<file path="config.mk">
export PLATFORM = sky130hd
export DESIGN_NAME = imuldiv_int_div_iterative_param
export DESIGN_NICKNAME = d
export VERILOG_FILES = /design/src/rtl/imuldiv_int_div_iterative_param.sv
export SDC_FILE = /design/constraint.sdc
export NUM_CORES = 1
export LEC_CHECK = 0
export ABC_AREA = 1
export CAP_MARGIN = 20
export CORE_UTILIZATION = 53
export DETAILED_ROUTE_END_ITERATION = 10
export DONT_BUFFER_PORTS = 1
export PLACE_DENSITY = 0.68
export SYNTH_ARGS = -nofsm -noshare
export SYNTH_HDL_FRONTEND = slang
export SYNTH_SLANG_ARGS = --single-unit
</file>
<file path="constraint.sdc">
create_clock -name clk -period 5.8 [get_ports clk]
set_input_delay 0.58 -clock clk [delete_from_list [all_inputs] [get_ports clk]]
set_output_delay 0.58 -clock clk [all_outputs]
set_load 0.05 [all_outputs]
</file>
<file path="src/rtl/imuldiv_int_div_iterative_param.sv">
// Iterative radix-2 restoring divider, signed/unsigned, val/rdy handshakes.
// Optional single-cycle completion of trivial divisions: IMULDIV_DIV_EARLY_EXIT_EN.
module imuldiv_int_div_iterative_param #(
  parameter int unsigned WIDTH = 32
) (
  input  logic               clk,
  input  logic               reset,
  input  logic               divreq_msg_fn,
  input  logic [WIDTH-1:0]   divreq_msg_a,
  input  logic [WIDTH-1:0]   divreq_msg_b,
  input  logic               divreq_val,
  output logic               divreq_rdy,
  output logic [2*WIDTH-1:0] divresp_msg_result,
  output logic               divresp_val,
  input  logic               divresp_rdy
);

  localparam int unsigned CW = $clog2(WIDTH + 1);

  typedef enum logic [1:0] {StIdle, StCalc, StDone} state_e;

  state_e             state_q, state_d;
  logic [WIDTH-1:0]   rem_q, rem_d, quot_q, quot_d, b_mag_q;
  logic [CW-1:0]      count_q, count_d;
  logic [2*WIDTH-1:0] result_q, result_d;
  logic               fn_q, sign_a_q, sign_q, dbz_q;

  logic               accept, a_neg, b_neg, b_zero, step_ok;
  logic [WIDTH-1:0]   a_mag, b_mag, rem_step, quot_step, rem_fix, quot_fix;
  logic [WIDTH:0]     upper, diff;

  assign accept = (state_q == StIdle) && divreq_val;
  assign a_neg  = divreq_msg_fn & divreq_msg_a[WIDTH-1];
  assign b_neg  = divreq_msg_fn & divreq_msg_b[WIDTH-1];
  assign a_mag  = a_neg ? -divreq_msg_a : divreq_msg_a;
  assign b_mag  = b_neg ? -divreq_msg_b : divreq_msg_b;
  assign b_zero = (divreq_msg_b == '0);

  // One restoring step on the shifted {rem, quot} pair.
  assign upper     = {rem_q, quot_q[WIDTH-1]};
  assign diff      = upper - {1'b0, b_mag_q};
  assign step_ok   = ~diff[WIDTH];
  assign rem_step  = step_ok ? diff[WIDTH-1:0] : upper[WIDTH-1:0];
  assign quot_step = {quot_q[WIDTH-2:0], step_ok};

  // Divide-by-zero leaves rem=|a|, so only the quotient needs overriding.
  assign rem_fix  = (fn_q & sign_a_q) ? -rem_step : rem_step;
  assign quot_fix = dbz_q ? '1 : ((fn_q & sign_q) ? -quot_step : quot_step);

  always_comb begin
    state_d  = state_q;
    rem_d    = rem_q;
    quot_d   = quot_q;
    count_d  = count_q;
    result_d = result_q;
    unique case (state_q)
      StIdle: begin
        if (divreq_val) begin
          rem_d   = '0;
          quot_d  = a_mag;
          count_d = CW'(WIDTH);
          state_d = StCalc;
`ifdef IMULDIV_DIV_EARLY_EXIT_EN
          if (b_zero || (a_mag < b_mag)) begin
            state_d  = StDone;
            count_d  = '0;
            result_d = {divreq_msg_a, {WIDTH{b_zero}}};
          end
`endif
        end
      end
      StCalc: begin
        rem_d   = rem_step;
        quot_d  = quot_step;
        count_d = count_q - CW'(1);
        if (count_q == CW'(1)) begin
          state_d  = StDone;
          result_d = {rem_fix, quot_fix};
        end
      end
      StDone: begin
        if (divresp_rdy) state_d = StIdle;
      end
      default: state_d = StIdle;
    endcase
  end

  always_ff @(posedge clk or negedge reset) begin
    if (!reset) begin
      state_q  <= StIdle;
      rem_q    <= '0;
      quot_q   <= '0;
      count_q  <= '0;
      result_q <= '0;
      b_mag_q  <= '0;
      fn_q     <= 1'b0;
      sign_a_q <= 1'b0;
      sign_q   <= 1'b0;
      dbz_q    <= 1'b0;
    end else begin
      state_q  <= state_d;
      rem_q    <= rem_d;
      quot_q   <= quot_d;
      count_q  <= count_d;
      result_q <= result_d;
      if (accept) begin
        b_mag_q  <= b_mag;
        fn_q     <= divreq_msg_fn;
        sign_a_q <= divreq_msg_a[WIDTH-1];
        sign_q   <= divreq_msg_a[WIDTH-1] ^ divreq_msg_b[WIDTH-1];
        dbz_q    <= b_zero;
      end
    end
  end

  assign divreq_rdy         = (state_q == StIdle);
  assign divresp_val        = (state_q == StDone);
  assign divresp_msg_result = result_q;

endmodule
</file>
==> flow_summary.json <==
{
  "outcome": "finished, final reports clean",
  "grt_start_max_net_pins": 173,
  "wire_per_inst_um": 16.4,
  "clk_pin_slew_ns": 0.08,
  "synthArstFlopShare_pct": 100,
  "drive_above_1_share_pct": 5.04,
  "drcViolationCount": 0,
  "cts_tree": "yes",
  "postSynthAreaPerCell_um2": 6.70,
  "post_cts_buffers": 0,
  "num_vias": 12100,
  "gp_congestion": 0.981,
  "final_net_count": 1981,
  "setup_viol": 0,
  "die-width_um": 157,
  "maxSlewHeadroom_pct": 27.8,
  "critPathCaptureType": "flop",
  "io-pin-count": 135,
  "viasPerCell": 5.47,
  "synth_top_area_share_pct": 33.8,
  "grt_remaining_overflow": 0,
  "rr_startpoint": "quot_q[31]$_DFFE_PN0P_",
  "grt_pass1_wl_mm": 57.5,
  "cpMaxStageDelayCell": "fa_1",
  "cp.required_ns": 6.14,
  "cts-root-buf": "clkbuf_16",
  "r2r_slack_ns": 1.17,
  "hold_class": "primary input to async pin",
  "ys_top_cells_by_count": "562 x nand2_1, 261 x inv_1, 182 x nor2_1, 172 x dfrtp_1, 129 x o21ai_0",
  "min_period_ns": 4.63,
  "critPathLaunchType": "flop",
  "r2r_end": "divresp_msg_result[28]$_DFFE_PN0P_",
  "fill_cells": 2260,
  "finClkSkew_ns": 0.0200,
  "htreeDepth": 4,
  "grt_use_total_pct": 30.3,
  "yosys_warnings": 0,
  "synth_edf_count": 0,
  "firstDrtPassIters": 5,
  "hold_viol": 0,
  "ctsHoldBuffers": 1,
  "synth_seq_cells": 172,
  "clock_sinks": 172,
  "max_cap_viol_count": 0,
  "slew_viol_final": 0,
  "netlist_area_um2": 12700,
  "clock_latency_ns": 0.44,
  "antenna_found_initial": 0,
  "num_rows": 56,
  "worstPathArrival_ns": 4.97,
  "core_area_um2": 23500,
  "n_antenna_cell": 0,
  "place.port_buffers": 0,
  "clock.fmax_mhz": 216,
  "die_y_um": 157,
  "tns_ns": 0,
  "start_util_pct": 54.1,
  "ys_types": 47,
  "tightest_slew_ns": 1.08,
  "grt_pass1_vias": 10800,
  "drt_wl_total_mm": 36.2,
  "synth_area_leaders": "dfrtp_1 34%, nand2_1 17%, inv_1 7.7%",
  "reg2reg_depth": 27,
  "slowest_delay_ns": 0.39,
  "rsz0062_at_grt": "false",
  "netlist_instances": 1901,
  "post_cts_resized": 0,
  "syn-num-nets": 2009,
  "crit_type": "flop to flop",
  "clock_tree.buffer_depth": 2,
  "drtIter0Drc": 1402,
  "crit_path_max_fanout": 42,
  "place.detailed.hpwl_mm": 28.0,
  "syn2layout_area_growth_pct": 6.62,
  "ys_seq_area_share_pct": 33.8,
  "dieArea_um2": 24600,
  "yosysTopAreaCell": "dfrtp_1",
  "final_antenna_net_count": 0,
  "period_share_pct": 79.8,
  "synthFlopType": "dfrtp_1",
  "yosysMostFrequentCell": "nand2_1",
  "cts_made_buffers": 17
}
through the flow:
stage          hold slack (ns)  area, um2  worst slack, ns  util [%]  cells
2_1_floorplan            0.284      12700             1.80         -   1901
3_3_place_gp             0.289      12900             1.35      54.9   2172
3_5_place_dp             0.289      12900             1.24      54.9   2172
4_1_cts                  0.217      13600             1.21      57.7   2205
5_1_grt                  0.226      13600            0.645      57.7   2205
6_report                0.0395      13600             1.17      57.7   2205
placed cells by master (no fill, tap or decap), drive strengths merged, types with 5 or more instances in the layout:
master / netlist / final
a21oi: 50 / 50
a22oi: 28 / 28
a31oi: 10 / 10
buf: 11 / 8
clkbuf: 44 / 18
clkinv: 6 / 11
dfrtp: 172 / 172
ha: 38 / 38
inv: 265 / 271
nand2: 579 / 579
nand3: 126 / 126
nand4: 16 / 16
nor2: 187 / 187
nor3: 33 / 33
nor4: 7 / 7
o21ai: 144 / 144
o21bai: 8 / 8
o221ai: 5 / 5
o22ai: 51 / 51
or2: 7 / 7
xnor2: 33 / 33
xor2: 58 / 58
cells by family (layout without fill, tap and decap cells):
kind of cell / after synthesis / count (layout) / share of synthesized area, %
fa+ha+maj: 39 / 39 / 3.89
compound gates: 308 / 308 / 14.3
mux: 1 / 1 / 0.0786
xor+xnor: 91 / 91 / 6.26
buf+inv: 326 / 311 / 10.0
flops: 172 / 172 / 33.8
simple gates: 964 / 964 / 31.7
final cells by class:
type | instances | area (um2) | area share, %
sequential | 172 | 4300 | 31.7
clock buffer | 18 | 439 | 3.23
inverter | 271 | 1020 | 7.49
multi-input combinational | 1403 | 7160 | 52.8
clock inverter | 14 | 174 | 1.28
timing repair buffer | 8 | 80.1 | 0.590
tap | 319 | 399 | 2.94
state kept, by name, summed over array words and instances (netlist names):
register	flops
rem_q	32
sign_q	1
quot_q	32
divresp_msg_result	64
state_q	2
fn_q	1
sign_a_q	1
dbz_q	1
count_q	6
b_mag_q	32
critical path, delay by kind of cell, from the launching register on:
family / cells / cell delay [ns]
AO/OA/AOI/OAI: 3 / 0.47
XOR/XNOR: 1 / 0.17
adder cells (fa/ha/maj): 3 / 0.91
buffers and inverters: 3 / 0.21
flip-flops: 1 / 0.33
AND/OR/NAND/NOR: 17 / 2.43
routing by layer:
metal | vias to the layer above | part of all wire (%) | global-route usage (%) | routed length [um]
met3 | 37 | 8.0 | 5.04 | 2900
met1 | 5480 | 53 | 49.6 | 19100
met4 | 0 | 1.5 | 6.86 | 553
met2 | 472 | 38 | 39.9 | 13700
li1 | 6062 | - | - | -
met5 | - | 0 | 0 | 0
how the worst max path moves through the flow:
stage,startpoint,end,depth (start not counted)
floorplan,quot_q[31]$_DFFE_PN0P_,divresp_msg_result[28]$_DFFE_PN0P_,29
global placement,quot_q[31]$_DFFE_PN0P_,divresp_msg_result[28]$_DFFE_PN0P_,27
detailed placement,quot_q[31]$_DFFE_PN0P_,divresp_msg_result[28]$_DFFE_PN0P_,27
CTS,quot_q[31]$_DFFE_PN0P_,divresp_msg_result[28]$_DFFE_PN0P_,27
global route,quot_q[31]$_DFFE_PN0P_,divresp_msg_result[28]$_DFFE_PN0P_,27
finish,quot_q[31]$_DFFE_PN0P_,divresp_msg_result[28]$_DFFE_PN0P_,27
Power is left out: the tool's default activity adds up to more than one toggle a clock period on the data nets, which glitch-free logic cannot reach.
